File: src/rtl/td4_pkg.sv
// td4_pkg: shared state/opcode encodings and datapath widths for the TD4 execution controller
package td4_pkg;
    localparam int ADDR_W = 4;
    localparam int INST_W = 8;

    typedef enum logic [1:0] {
        ST_HALT = 2'b00,
        ST_RUN  = 2'b01,
        ST_STEP = 2'b10,
        ST_LOAD = 2'b11
    } state_e;

    typedef enum logic [1:0] {
        OP_RUN  = 2'b00,
        OP_STEP = 2'b01,
        OP_HALT = 2'b10,
        OP_LOAD = 2'b11
    } op_e;
endpackage

File: src/rtl/td4_exec_ctrl_if.sv
// td4_exec_ctrl_if: host command, program-memory write, core and status signals of the controller
interface td4_exec_ctrl_if;
    import td4_pkg::*;
    logic              cmd_valid;
    logic              cmd_ready;
    op_e               cmd_op;
    logic [ADDR_W-1:0] cmd_addr;
    logic [INST_W-1:0] cmd_data;
    logic              ram_we;
    logic [ADDR_W-1:0] ram_waddr;
    logic [INST_W-1:0] ram_wdata;
    logic              core_en;
    logic [ADDR_W-1:0] core_ip;
    logic              brk_en;
    logic [ADDR_W-1:0] brk_addr;
    state_e            state;
    logic              brk_hit;
    logic              err;
    logic [INST_W-1:0] retired;

    modport master (
        output cmd_valid, cmd_op, cmd_addr, cmd_data, core_ip, brk_en, brk_addr,
        input  cmd_ready, ram_we, ram_waddr, ram_wdata, core_en, state, brk_hit, err, retired
    );

    modport slave (
        input  cmd_valid, cmd_op, cmd_addr, cmd_data, core_ip, brk_en, brk_addr,
        output cmd_ready, ram_we, ram_waddr, ram_wdata, core_en, state, brk_hit, err, retired
    );
endinterface

File: src/rtl/td4_en_div.sv
// td4_en_div: RUN_DIV pulse scheduler; tick announces that the coming RUN cycle is a pulse slot
module td4_en_div #(
    parameter int unsigned RUN_DIV = 1
) (
    input  logic clock,
    input  logic reset,
    input  logic clear,
    input  logic run,
    output logic tick
);
    logic [7:0] cnt_q, cnt_d, pos;

    // cnt_q is the position (1..RUN_DIV) of the current RUN cycle in its period, 0 when idle
    always_comb begin
        pos   = (clear || cnt_q == 8'(RUN_DIV)) ? 8'd1 : cnt_q + 8'd1;
        cnt_d = run ? pos : 8'd0;
        tick  = run && pos == 8'(RUN_DIV);
    end

    always_ff @(posedge clock or posedge reset) begin
        if (reset) cnt_q <= 8'd0;
        else       cnt_q <= cnt_d;
    end
endmodule

File: src/rtl/td4_exec_ctrl.sv
// td4_exec_ctrl: HALT/RUN/STEP/LOAD controller for a TD4 core with breakpoint and retire counter
module td4_exec_ctrl
    import td4_pkg::*;
#(
    parameter int unsigned RUN_DIV = 1
) (
    input logic            clock,
    input logic            reset,
    td4_exec_ctrl_if.slave bus
);
    state_e            state_q, state_d;
    logic              cmd_ready_q, cmd_ready_d, ram_we_q, ram_we_d, core_en_q, core_en_d;
    logic              brk_hit_q, brk_hit_d, err_q, err_d, first_q, first_d;
    logic [ADDR_W-1:0] ram_waddr_q, ram_waddr_d;
    logic [INST_W-1:0] ram_wdata_q, ram_wdata_d, retired_q, retired_d;
    logic              acc, in_halt, in_run, div_clear, div_run, tick, first, bp, pulse, step_go, load_go;

    td4_en_div #(.RUN_DIV(RUN_DIV)) u_div (
        .clock(clock),
        .reset(reset),
        .clear(div_clear),
        .run  (div_run),
        .tick (tick)
    );

    always_comb begin
        acc         = bus.cmd_valid && cmd_ready_q;
        in_halt     = state_q == ST_HALT;
        in_run      = state_q == ST_RUN;
        div_clear   = in_halt && acc && bus.cmd_op == OP_RUN;
        step_go     = in_halt && acc && bus.cmd_op == OP_STEP;
        load_go     = in_halt && acc && bus.cmd_op == OP_LOAD;
        div_run     = div_clear || (in_run && !(acc && bus.cmd_op == OP_HALT));
        // the first pulse after entering RUN steps over a breakpoint at the resume address
        first       = div_clear || first_q;
        bp          = tick && !first && bus.brk_en && bus.core_ip == bus.brk_addr;
        pulse       = tick && !bp;
        first_d     = pulse ? 1'b0 : first;
        state_d     = in_run ? ((div_run && !bp) ? ST_RUN : ST_HALT)
                    : div_clear ? ST_RUN : step_go ? ST_STEP : load_go ? ST_LOAD : ST_HALT;
        cmd_ready_d = state_d == ST_HALT || state_d == ST_RUN;
        core_en_d   = step_go || pulse;
        ram_we_d    = load_go;
        ram_waddr_d = load_go ? bus.cmd_addr : ram_waddr_q;
        ram_wdata_d = load_go ? bus.cmd_data : ram_wdata_q;
        err_d       = in_run && acc && bus.cmd_op == OP_LOAD;
        brk_hit_d   = bp ? 1'b1 : (acc && (bus.cmd_op == OP_RUN || bus.cmd_op == OP_STEP)) ? 1'b0 : brk_hit_q;
        retired_d   = load_go ? '0 : retired_q + INST_W'(core_en_d);
    end

    always_ff @(posedge clock or posedge reset) begin
        if (reset) begin
            state_q     <= ST_HALT;
            cmd_ready_q <= 1'b0;
            ram_we_q    <= 1'b0;
            ram_waddr_q <= '0;
            ram_wdata_q <= '0;
            core_en_q   <= 1'b0;
            brk_hit_q   <= 1'b0;
            err_q       <= 1'b0;
            first_q     <= 1'b0;
            retired_q   <= '0;
        end else begin
            state_q     <= state_d;
            cmd_ready_q <= cmd_ready_d;
            ram_we_q    <= ram_we_d;
            ram_waddr_q <= ram_waddr_d;
            ram_wdata_q <= ram_wdata_d;
            core_en_q   <= core_en_d;
            brk_hit_q   <= brk_hit_d;
            err_q       <= err_d;
            first_q     <= first_d;
            retired_q   <= retired_d;
        end
    end

    assign bus.state     = state_q;
    assign bus.cmd_ready = cmd_ready_q;
    assign bus.ram_we    = ram_we_q;
    assign bus.ram_waddr = ram_waddr_q;
    assign bus.ram_wdata = ram_wdata_q;
    assign bus.core_en   = core_en_q;
    assign bus.brk_hit   = brk_hit_q;
    assign bus.err       = err_q;
    assign bus.retired   = retired_q;
endmodule

File: src/flat_wrapper.sv
// flat-port wrapper written by rule: the top's interface ports become plain ports
module td4_exec_ctrl_flat import td4_pkg::*;
#(
    parameter int unsigned RUN_DIV = 1
)
  (clock, reset, bus_cmd_valid, bus_cmd_op, bus_cmd_addr, bus_cmd_data, bus_core_ip, bus_brk_en, bus_brk_addr, bus_cmd_ready, bus_ram_we, bus_ram_waddr, bus_ram_wdata, bus_core_en, bus_state, bus_brk_hit, bus_err, bus_retired);
  td4_exec_ctrl_if bus_i ();
  input logic clock;
  input logic reset;
  input wire logic [$bits(bus_i.cmd_valid)-1:0] bus_cmd_valid;
  input wire logic [$bits(bus_i.cmd_op)-1:0] bus_cmd_op;
  input wire logic [$bits(bus_i.cmd_addr)-1:0] bus_cmd_addr;
  input wire logic [$bits(bus_i.cmd_data)-1:0] bus_cmd_data;
  input wire logic [$bits(bus_i.core_ip)-1:0] bus_core_ip;
  input wire logic [$bits(bus_i.brk_en)-1:0] bus_brk_en;
  input wire logic [$bits(bus_i.brk_addr)-1:0] bus_brk_addr;
  output wire logic [$bits(bus_i.cmd_ready)-1:0] bus_cmd_ready;
  output wire logic [$bits(bus_i.ram_we)-1:0] bus_ram_we;
  output wire logic [$bits(bus_i.ram_waddr)-1:0] bus_ram_waddr;
  output wire logic [$bits(bus_i.ram_wdata)-1:0] bus_ram_wdata;
  output wire logic [$bits(bus_i.core_en)-1:0] bus_core_en;
  output wire logic [$bits(bus_i.state)-1:0] bus_state;
  output wire logic [$bits(bus_i.brk_hit)-1:0] bus_brk_hit;
  output wire logic [$bits(bus_i.err)-1:0] bus_err;
  output wire logic [$bits(bus_i.retired)-1:0] bus_retired;
  assign bus_i.cmd_valid = bus_cmd_valid;
  assign bus_i.cmd_op = bus_cmd_op;
  assign bus_i.cmd_addr = bus_cmd_addr;
  assign bus_i.cmd_data = bus_cmd_data;
  assign bus_i.core_ip = bus_core_ip;
  assign bus_i.brk_en = bus_brk_en;
  assign bus_i.brk_addr = bus_brk_addr;
  assign bus_cmd_ready = bus_i.cmd_ready;
  assign bus_ram_we = bus_i.ram_we;
  assign bus_ram_waddr = bus_i.ram_waddr;
  assign bus_ram_wdata = bus_i.ram_wdata;
  assign bus_core_en = bus_i.core_en;
  assign bus_state = bus_i.state;
  assign bus_brk_hit = bus_i.brk_hit;
  assign bus_err = bus_i.err;
  assign bus_retired = bus_i.retired;
  td4_exec_ctrl #(.RUN_DIV(RUN_DIV)) u_core (.clock(clock), .reset(reset), .bus(bus_i));
endmodule
File: config.mk
export PLATFORM = sky130hd
export DESIGN_NAME = td4_exec_ctrl_flat
export DESIGN_NICKNAME = d
export VERILOG_FILES = /design/src/rtl/td4_pkg.sv /design/src/rtl/td4_exec_ctrl_if.sv /design/src/rtl/td4_en_div.sv /design/src/rtl/td4_exec_ctrl.sv /design/src/flat_wrapper.sv
export SDC_FILE = /design/constraint.sdc
export NUM_CORES = 1
export LEC_CHECK = 0
export CAP_MARGIN = 10
export CORE_MARGIN = 2
export CORE_UTILIZATION = 41
export CTS_CLUSTER_SIZE = 8
export DETAILED_ROUTE_END_ITERATION = 7
export PLACE_DENSITY = 0.83
export SYNTH_ARGS = -nofsm -noshare
export SYNTH_HDL_FRONTEND = slang
export SYNTH_SLANG_ARGS = --single-unit
export TNS_END_PERCENT = 30
File: constraint.sdc
create_clock -name clock -period 2.71 [get_ports clock]
set_clock_uncertainty 0.15 [all_clocks]
set_input_delay 0.813 -clock clock [delete_from_list [all_inputs] [get_ports clock]]
set_output_delay 0.813 -clock clock [all_outputs]
set_load 0.1 [all_outputs]
Yosys cells after proc, flatten, opt, wreduce, memory -nomap -nowiden
Cells that the tools add are included.
{ "totals": {"ff_bits": 36, "out_inout_bits": 27, "word_cells": 61} }
{ "classes": {"add_sub_neg": 2, "eq_ne": 8, "mux": 11, "n_reduce_logical": 29} }
{ "ops": {"columns": ["operator", "n"], "rows": [
  ["$mux 8", 3],
  ["$eq 8x1->1 const B", 2],
  ["$logic_and 1x1->1", 16],
  ["$add 8x1->8", 1],
  ["$add 8x1->8 const B", 1],
  ["$mux 2", 4],
  ["$eq 2x1->1 const B", 3],
  ["$logic_not 2->1", 3],
  ["$logic_or 1x1->1", 6],
  ["$eq 2x2->1 const B", 2],
  ["$eq 4x4->1", 1],
  ["$mux 1", 4],
  ["$logic_not 1->1", 3],
  ["$reduce_bool 2->1", 1]
]} }

Longest topological paths before layout
Gate-level depths: netlist (run 1).
{ "depth": {"word_depth": 16, "ltp_mapped": 11, "mapped_depth_nobuf": 11} }

Hierarchy
A second synthesis (run 1) with hierarchy kept.
{ "hier_totals": {"hier_cells": 155, "area_unflattened_um2": 1789.2} }
{ "by_module_without_submodules": {"columns": ["module", "n_inst", "cells_per_inst", "area_per_inst_um2", "seq_area_each_um2"], "rows": [
  ["td4_exec_ctrl", 1, 102, 1278.7, 700.7],
  ["td4_en_div", 1, 53, 510.5, 200.2]
]} }

Least setup slack after synthesis (run 1)
OpenSTA, ideal clock, no wires.
{ "synth_timing": {"kind": "reg-to-reg", "start": "reg u_core.cmd_ready_q (netlist: u_core.bus.cmd_ready)", "end": "reg u_core.retired_q[4] (netlist: u_core.bus.retired[4])", "setup_time_ns": 0.074, "arrival_time_ns": 2.772, "required_time_ns": 2.486, "slack_ns": -0.285, "stages_incl_launch_ff": 10, "period_less_slack_ns": 2.995, "path_cell_list": "dfrtp_1 nand3b_1 nor4_2 nor4_1 o32ai_1 ha_1 ha_1 nand3_1 xor2_1 nor2_1"} }
{ "synth_between": {"elab_chain_cells": 15, "word_cells_on_any_way": 23} }
{ "synth_lines": {"columns": ["item", "line", "text"], "rows": [
  ["start, declared", "td4_exec_ctrl.sv:12", "logic cmd_ready_q, cmd_ready_d, ram_we_q, ram_we_d, core_en_q, core_en_d;"],
  ["start signal, assigned", "td4_exec_ctrl.sv:65", "cmd_ready_q <= cmd_ready_d;"],
  ["$logic_and 1x1->1 (*)", "td4_exec_ctrl.sv:27", "acc = bus.cmd_valid && cmd_ready_q;"],
  ["$logic_and 1x1->1", "td4_exec_ctrl.sv:30, td4_exec_ctrl.sv:31", null],
  ["$logic_and 1x1->1", "td4_exec_ctrl.sv:30", "div_clear = in_halt && acc && bus.cmd_op == OP_RUN;"],
  ["$logic_or 1x1->1", "td4_en_div.sv:15", "pos = (clear || cnt_q == 8'(RUN_DIV)) ? 8'd1 : cnt_q + 8'd1;"],
  ["$mux 8", "td4_en_div.sv:15", null],
  ["$eq 8x1->1", "td4_en_div.sv:17", "tick = run && pos == 8'(RUN_DIV);"],
  ["$logic_and 1x1->1", "td4_en_div.sv:17", null],
  ["$logic_and 1x1->1 (3 in series)", "td4_exec_ctrl.sv:36", "bp = tick && !first && bus.brk_en && bus.core_ip == bus.brk_addr;"],
  ["$logic_not 1->1", "td4_exec_ctrl.sv:37", "pulse = tick && !bp;"],
  ["$logic_and 1x1->1", "td4_exec_ctrl.sv:37", null],
  ["$logic_or 1x1->1 (*)", "td4_exec_ctrl.sv:42", "core_en_d = step_go || pulse;"],
  ["named net u_core.core_en_d", "td4_exec_ctrl.sv:12", null],
  ["$add 8x1->8 (*)", "td4_exec_ctrl.sv:48", "retired_d = load_go ? '0 : retired_q + INST_W'(core_en_d);"],
  ["$mux 8 (*)", "td4_exec_ctrl.sv:48", null],
  ["named net u_core.retired_d[4]", "td4_exec_ctrl.sv:15", "logic [INST_W-1:0] ram_wdata_q, ram_wdata_d, retired_q, retired_d;"],
  ["end signal, assigned", "td4_exec_ctrl.sv:73", "retired_q <= retired_d;"],
  ["end, declared", "td4_exec_ctrl.sv:15", null]
]} }
Mark *: on every way through the listed nets, which the timed path passes. The rest lies on a longest branch.
A chain may end at the register's enable or synchronous reset.

Worst setup path after layout (run 1)
{ "layout_timing": {"start": "in bus_brk_addr[2]", "end": "reg u_core.retired_q[5] (netlist: u_core.bus.retired[5])"} }
{ "layout_between": {"elab_chain_cells": 7} }
{ "layout_lines": {"columns": ["item", "line", "text"], "rows": [
  ["start, declared", "flat_wrapper.sv:16", "input wire logic [$bits(bus_i.brk_addr)-1:0] bus_brk_addr;"],
  ["$eq 4x4->1", "td4_exec_ctrl.sv:36", null],
  ["$logic_and 1x1->1", "td4_exec_ctrl.sv:36", null],
  ["$logic_not 1->1", "td4_exec_ctrl.sv:37", null],
  ["$logic_and 1x1->1", "td4_exec_ctrl.sv:37", null],
  ["$logic_or 1x1->1", "td4_exec_ctrl.sv:42", null],
  ["named net u_core.core_en_d", "td4_exec_ctrl.sv:12", null],
  ["$add 8x1->8", "td4_exec_ctrl.sv:48", null],
  ["$mux 8", "td4_exec_ctrl.sv:48", null],
  ["named net u_core.retired_d[5]", "td4_exec_ctrl.sv:15", null]
]} }
The timed path passes the listed nets, and every way through them passes these cells.

==> run summary, run 1 <==
insertion delay to the later sink of the worst-skew pair -> 0.28 ns
Worst VDD drop -> 0.460 mV
Pleak -> 1.23 nW
cell count after synthesis -> 137
CP Launch Type -> input pin
outcome -> completed
CP bufs+invs -> 2
fraction of synthesis flops using an asynchronous set or reset pin -> 100%
CTS root buf -> clkbuf_8
crit-path cells -> clkdlybuf4s50_1 -> xnor2_1 -> nand3_1 -> nor4_4 -> o32ai_2 -> ha_2 -> buf_4 -> nand3_2 -> xor2_1 -> nor2_1
CP arrival -> 2.70 ns
clock power share -> 11.1%
remaining antenna violation count -> 0
Final min period -> 2.68 ns
largest net degree at the start of global routing -> 37
EDFF count, synth -> 0
CP max-delay cell -> clkdlybuf4s50_1
Least-Margin Pin Slew -> 0.456 ns
final worst-path cycle share -> 98.9%
grt met3 use -> 5.59%
Synth area leaders -> dfrtp_1, mux2_4, xor2_1
CTS Hold Bufs -> 0
syn_area_per_cell -> 12.4 um2
Largest stage delay, worst path -> 0.47 ns
Remaining Overflow, GRT -> 0
post-route core utilization -> 64.4%
first-pass GRT wire length -> 5980 um
initial antenna violation count -> 0
share of cells above drive strength 1 -> 42.8%
GPL Wtd Cong -> 0.908
Post-synth top cells -> dfrtp_1, nor2_1, nand3_1
CP max FO -> 3
mean routed wirelength per cell -> 14.9 um
Post-synth top flop -> dfrtp_1
PortBufs -> 52
vias post-DR -> 1,350
DRT iter0 DRCs -> 60
Synth Register Bits -> 36
CTS Buf Count -> 5
crit path kind -> input pin to flip-flop
non-filler cells, final -> 272
clock slew seen by the registers of the worst setup and hold paths -> 0.07 ns
final hold vios -> 0
Total GRT Usage -> 17.9%
Pre-Repair DR Iteration Count -> 4
Core Region -> 0.00400 mm2
number of vias per cell -> 4.96
post-synth top area share -> 53.0%
Die ar. -> 0.00468 mm2
Remaining DRCs -> 0
Inserted Diodes -> 0
CTS H-Tree Depth -> 2
Final #Nets -> 251
Hold Path Class -> flip-flop to flip-flop
Seq pwr share -> 25.6%
die height -> 68.4 um
final WL -> 4060 um
initial core utilization -> 42.5%
pwr dens -> 1290 mW/mm2
CTS tree -> built
WP data required -> 2.73 ns
layout overhead on the synthesized area -> 51.6%
Seq/Total Area, Yosys -> 53.0%
Final Cell Area -> 0.00258 mm2
syn_nets -> 167
CTS sink count -> 36
Largest delay share family, worst path -> buffers and inverters
max cap viols -> 0
sum of negative setup slack -> 0 ns
row count -> 23
Die Wd -> 68.4 um
Logic pwr share -> 63.3%
instance area at placement -> 0.00235 mm2
total power -> 3.33 mW
Final setup viols -> 0
met2 GRT Util -> 30.8%
fin. max-slew vios -> 0
fmax -> 0.373 GHz
CP Capture Type -> flip-flop
most frequent cell after synthesis -> dfrtp_1
netlist area before placement -> 0.00170 mm2
Post-DP HPWL -> 2650 um
worst relative slew slack -> 69.6%
Net Sw Power -> 1.76 mW
vias in the first global route -> 1,306
area leader, netlist -> dfrtp_1
Yosys cell types -> 33
GR Util met1 -> 20.8%
Synth warnings -> 0
sw frac -> 52.8%
Placed Cells -> 252
Internal -> 1.57 mW
gr busiest metal -> met2
Clock Path Buffers -> 2
IO Count -> 53
what timing repair did:
item	in CTS	in global routing
pin swaps	6	6
gates resized for setup	9	12
setup endpoints to repair	8	7
setup buffers	9	3
placed cells by master (no fill, tap or decap), types with 2 or more instances in the layout:
| cell type | instances |
|---|---|
| buf_12 | 2 |
| xor2_1 | 10 |
| inv_1 | 5 |
| nor2_1 | 14 |
| dfrtp_2 | 3 |
| buf_4 | 52 |
| nand3b_1 | 2 |
| and3_1 | 3 |
| a21oi_1 | 3 |
| clkbuf_8 | 5 |
| nand2_1 | 3 |
| mux2_2 | 2 |
| clkdlybuf4s50_1 | 21 |
| clkinv_2 | 2 |
| mux2_4 | 11 |
| dfrtp_1 | 33 |
| nor4_4 | 2 |
| ha_2 | 2 |
| nor2b_1 | 4 |
| xnor2_1 | 6 |
| nand3_2 | 2 |
| nand3_1 | 10 |
power by group through the flow:
stage                     clock (mW)  combinational [mW]  sequential (mW)
final                          0.371                2.11            0.852
after global routing           0.399                2.20            0.876
after CTS                      0.379                2.05            0.843
after detailed placement           0                1.87            0.851
after global placement             0                1.86            0.842
after floorplan                    0               0.408             1.87
final cells by class:
cell class	instances	area (um2)
multi-input combinational	94	830
inverter	5	18.8
tap	50	62.6
clock inverter	3	18.8
sequential	36	905
clock buffer	5	68.8
fill	296	1420
timing repair buffer	79	673
metal layers:
layer / share of wire (%) / wire length, um
met2: 51 / 2070
met5: 0 / 0
met3: 6.5 / 265
met4: 1.4 / 56
met1: 41 / 1670
sequential cells by signal, indices dropped and copies added (netlist names):
register / flops
u_core.bus.brk_hit: 1
u_core.bus.cmd_ready: 1
u_core.bus.core_en: 1
u_core.bus.err: 1
u_core.bus.ram_waddr: 4
u_core.bus.ram_wdata: 8
u_core.bus.ram_we: 1
u_core.bus.retired: 8
u_core.bus.state: 2
u_core.first_q: 1
u_core.u_div.cnt_q: 8
through the flow:
stage | hold WS, ns | setup slack, ns
3_5_place_dp | 0.343 | -0.595
6_report | 0.359 | 0.0286
3_3_place_gp | 0.340 | -0.488
5_1_grt | 0.377 | -0.0323
4_1_cts | 0.364 | 0.00981
2_1_floorplan | 0.352 | -0.0239
final timing paths:
kind | to | start | slack [ns] | cells past startpoint
min in group asynchronous | u_core.bus.ram_waddr[0]$_DFFE_PP0P_ | reset | 0.80 | 3
min reg2reg | u_core.bus.brk_hit$_DFFE_PP0P_ | u_core.bus.brk_hit$_DFFE_PP0P_ | 0.36 | 1
max in group asynchronous | u_core.bus.cmd_ready$_DFF_PP0_ | reset | 1.25 | 3
max | u_core.bus.retired[5]$_DFF_PP0_ | bus_brk_addr[2] | 0.03 | 10
max reg2reg | u_core.bus.retired[5]$_DFF_PP0_ | u_core.u_div.cnt_q[0]$_DFF_PP0_ | 0.07 | 10
min | u_core.bus.brk_hit$_DFFE_PP0P_ | u_core.bus.brk_hit$_DFFE_PP0P_ | 0.36 | 1
cell families (layout without fill, tap and decap cells):
| group | after synthesis | count (layout) | share of synthesized area [%] |
|---|---|---|---|
| DFF | 36 | 36 | 53.0 |
| AOI/OAI and AO/OA | 10 | 10 | 4.20 |
| xor gates and xnor gates | 16 | 16 | 8.25 |
| buffers and inverters | 7 | 92 | 2.95 |
| adders and majority gates | 4 | 4 | 2.95 |
| and+or+nand+nor | 50 | 50 | 17.0 |
| muxes | 14 | 14 | 11.6 |
worst reg2reg max path, cell delays in order, from the launching register on:
cell     delay (ns)
dfrtp_2        0.46
ha_1           0.33
and4b_1        0.19
or3_4          0.40
a21oi_2        0.19
o32ai_2        0.12
ha_2           0.23
buf_4          0.14
nand3_2        0.07
xor2_1         0.19
nor2_1         0.08
No activity file was read; power rests on OpenSTA's default activity.
==> inputs of run 2 (changes only) <==
CAP_MARGIN = 15   (was 10)
CORE_MARGIN = not set   (was 2)
==> run 2 against run 1 <==
Power fell by 0.23%. Hold slack barely moved. Critical path type unchanged. Die area fell by 5.8%. Critical endpoint is now u_core.bus.retired[7]$_DFF_PP0_. Utilization barely moved. Cell count fell by 1.8%. First-iteration DRC count rose by 95%.
==> run summary, run 2 (synthesized netlist as in run 1, its figures left out) <==
gr busiest metal -> met2
die height -> 66.4 um
CTS Hold Bufs -> 0
crit-path cells -> clkdlybuf4s50_1 -> xnor2_1 -> nand2_1 -> nor4_4 -> o32ai_4 -> ha_4 -> and3_4 -> nand3_2 -> xor2_1 -> nor2_1
Die ar. -> 0.00441 mm2
Remaining DRCs -> 0
GR Util met1 -> 22.5%
CTS H-Tree Depth -> 2
initial antenna violation count -> 0
CTS Buf Count -> 5
CP bufs+invs -> 1
RSZ-0062 raised after global routing -> false
crit path kind -> input pin to flip-flop
mean routed wirelength per cell -> 14.8 um
Pre-Repair DR Iteration Count -> 4
fmax -> 0.384 GHz
Pleak -> 1.22 nW
most common cell after layout, fill and taps aside -> buf_4
Die Wd -> 66.4 um
CTS tree -> built
vias in the first global route -> 1,383
non-filler cells, final -> 267
CP max FO -> 4
PortBufs -> 52
pwr dens -> 1290 mW/mm2
worst relative slew slack -> 70.6%
outcome -> completed
IO Count -> 53
final hold vios -> 0
sum of negative setup slack -> 0 ns
Total GRT Usage -> 19.5%
Final min period -> 2.60 ns
row count -> 23
final WL -> 3940 um
total power -> 3.32 mW
Worst VDD drop -> 0.485 mV
Largest stage delay, worst path -> 0.47 ns
CTS sink count -> 36
Hold Path Class -> flip-flop to flip-flop
insertion delay to the later sink of the worst-skew pair -> 0.29 ns
Placed Cells -> 254
final worst-path cycle share -> 96.0%
Largest delay share family, worst path -> simple AND/OR/NAND/NOR gates
Least-Margin Pin Slew -> 0.441 ns
Final setup viols -> 0
DRT iter0 DRCs -> 117
most frequent cells in the layout -> buf_4, dfrtp_1, clkdlybuf4s50_1, nor2_1, mux2_4
Clock Path Buffers -> 2
fin. max-slew vios -> 0
remaining antenna violation count -> 0
Core Region -> 0.00400 mm2
Inserted Diodes -> 0
grt met3 use -> 6.03%
CP max-delay cell -> clkdlybuf4s50_1
CTS root buf -> clkbuf_8
Final #Nets -> 246
max cap viols -> 0
Post-DP HPWL -> 2630 um
CP arrival -> 2.63 ns
post-route core utilization -> 64.4%
initial core utilization -> 42.5%
Remaining Overflow, GRT -> 0
largest net degree at the start of global routing -> 37
met2 GRT Util -> 34.4%
CP Capture Type -> flip-flop
vias post-DR -> 1,356
clock slew seen by the registers of the worst setup and hold paths -> 0.08 ns
CP Launch Type -> input pin
WP data required -> 2.74 ns
layout overhead on the synthesized area -> 51.7%
number of vias per cell -> 5.08
GPL Wtd Cong -> 0.871
first-pass GRT wire length -> 6340 um
share of cells above drive strength 1 -> 41.9%
-- run 2: path summary, 6_finish.rpt --
kind | depth (start not counted) | slack, ns | start | endpoint
max | 10 | 0.11 | bus_brk_addr[0] | u_core.bus.retired[7]$_DFF_PP0_
min | 1 | 0.36 | u_core.bus.ram_waddr[2]$_DFFE_PP0P_ | u_core.bus.ram_waddr[2]$_DFFE_PP0P_
max reg2reg | 11 | 0.14 | u_core.u_div.cnt_q[1]$_DFF_PP0_ | u_core.bus.retired[7]$_DFF_PP0_
min reg2reg | 1 | 0.36 | u_core.bus.ram_waddr[2]$_DFFE_PP0P_ | u_core.bus.ram_waddr[2]$_DFFE_PP0P_
max in group asynchronous | 3 | 1.29 | reset | u_core.bus.state[0]$_DFF_PP0_
min in group asynchronous | 3 | 0.77 | reset | u_core.bus.retired[4]$_DFF_PP0_
-- run 2: repair_timing --
item | 4_1_cts | 5_1_grt
setup endpoints to repair | 8 | 7
pin swaps | 4 | 12
gates resized for setup | 11 | 14
setup buffers | 3 | 3
-- run 2: per-stage QoR --
stage	hold WS (ns)	setup WS, ns	instance area, um2
after floorplan	0.352	-0.0239	1730
after global placement	0.342	-0.457	2360
after detailed placement	0.345	-0.525	2360
after CTS	0.362	0.00777	2520
after global routing	0.378	0.0133	2580
final	0.359	0.109	2580
-- run 2: layer usage --
layer	vias up	routed length, um
li1	639	-
met1	663	1640
met2	48	2000
met3	6	258
met4	0	45
met5	-	0
-- run 2: where the power goes --
group          internal, mW  leakage [nW]  switching (mW)
registers             0.706         0.457           0.141
logic                 0.608         0.712            1.40
clock network         0.272        0.0541           0.192
total                  1.59          1.22            1.74
-- run 2: final cells by class --
cell class / instances / area (um2)
Clock buffer: 5 / 68.8
Clock inverter: 3 / 42.5
Fill cell: 301 / 1420
Inverter: 5 / 18.8
Multi-Input combinational cell: 94 / 860
Sequential cell: 36 / 905
Tap cell: 50 / 62.6
Timing Repair Buffer: 74 / 621
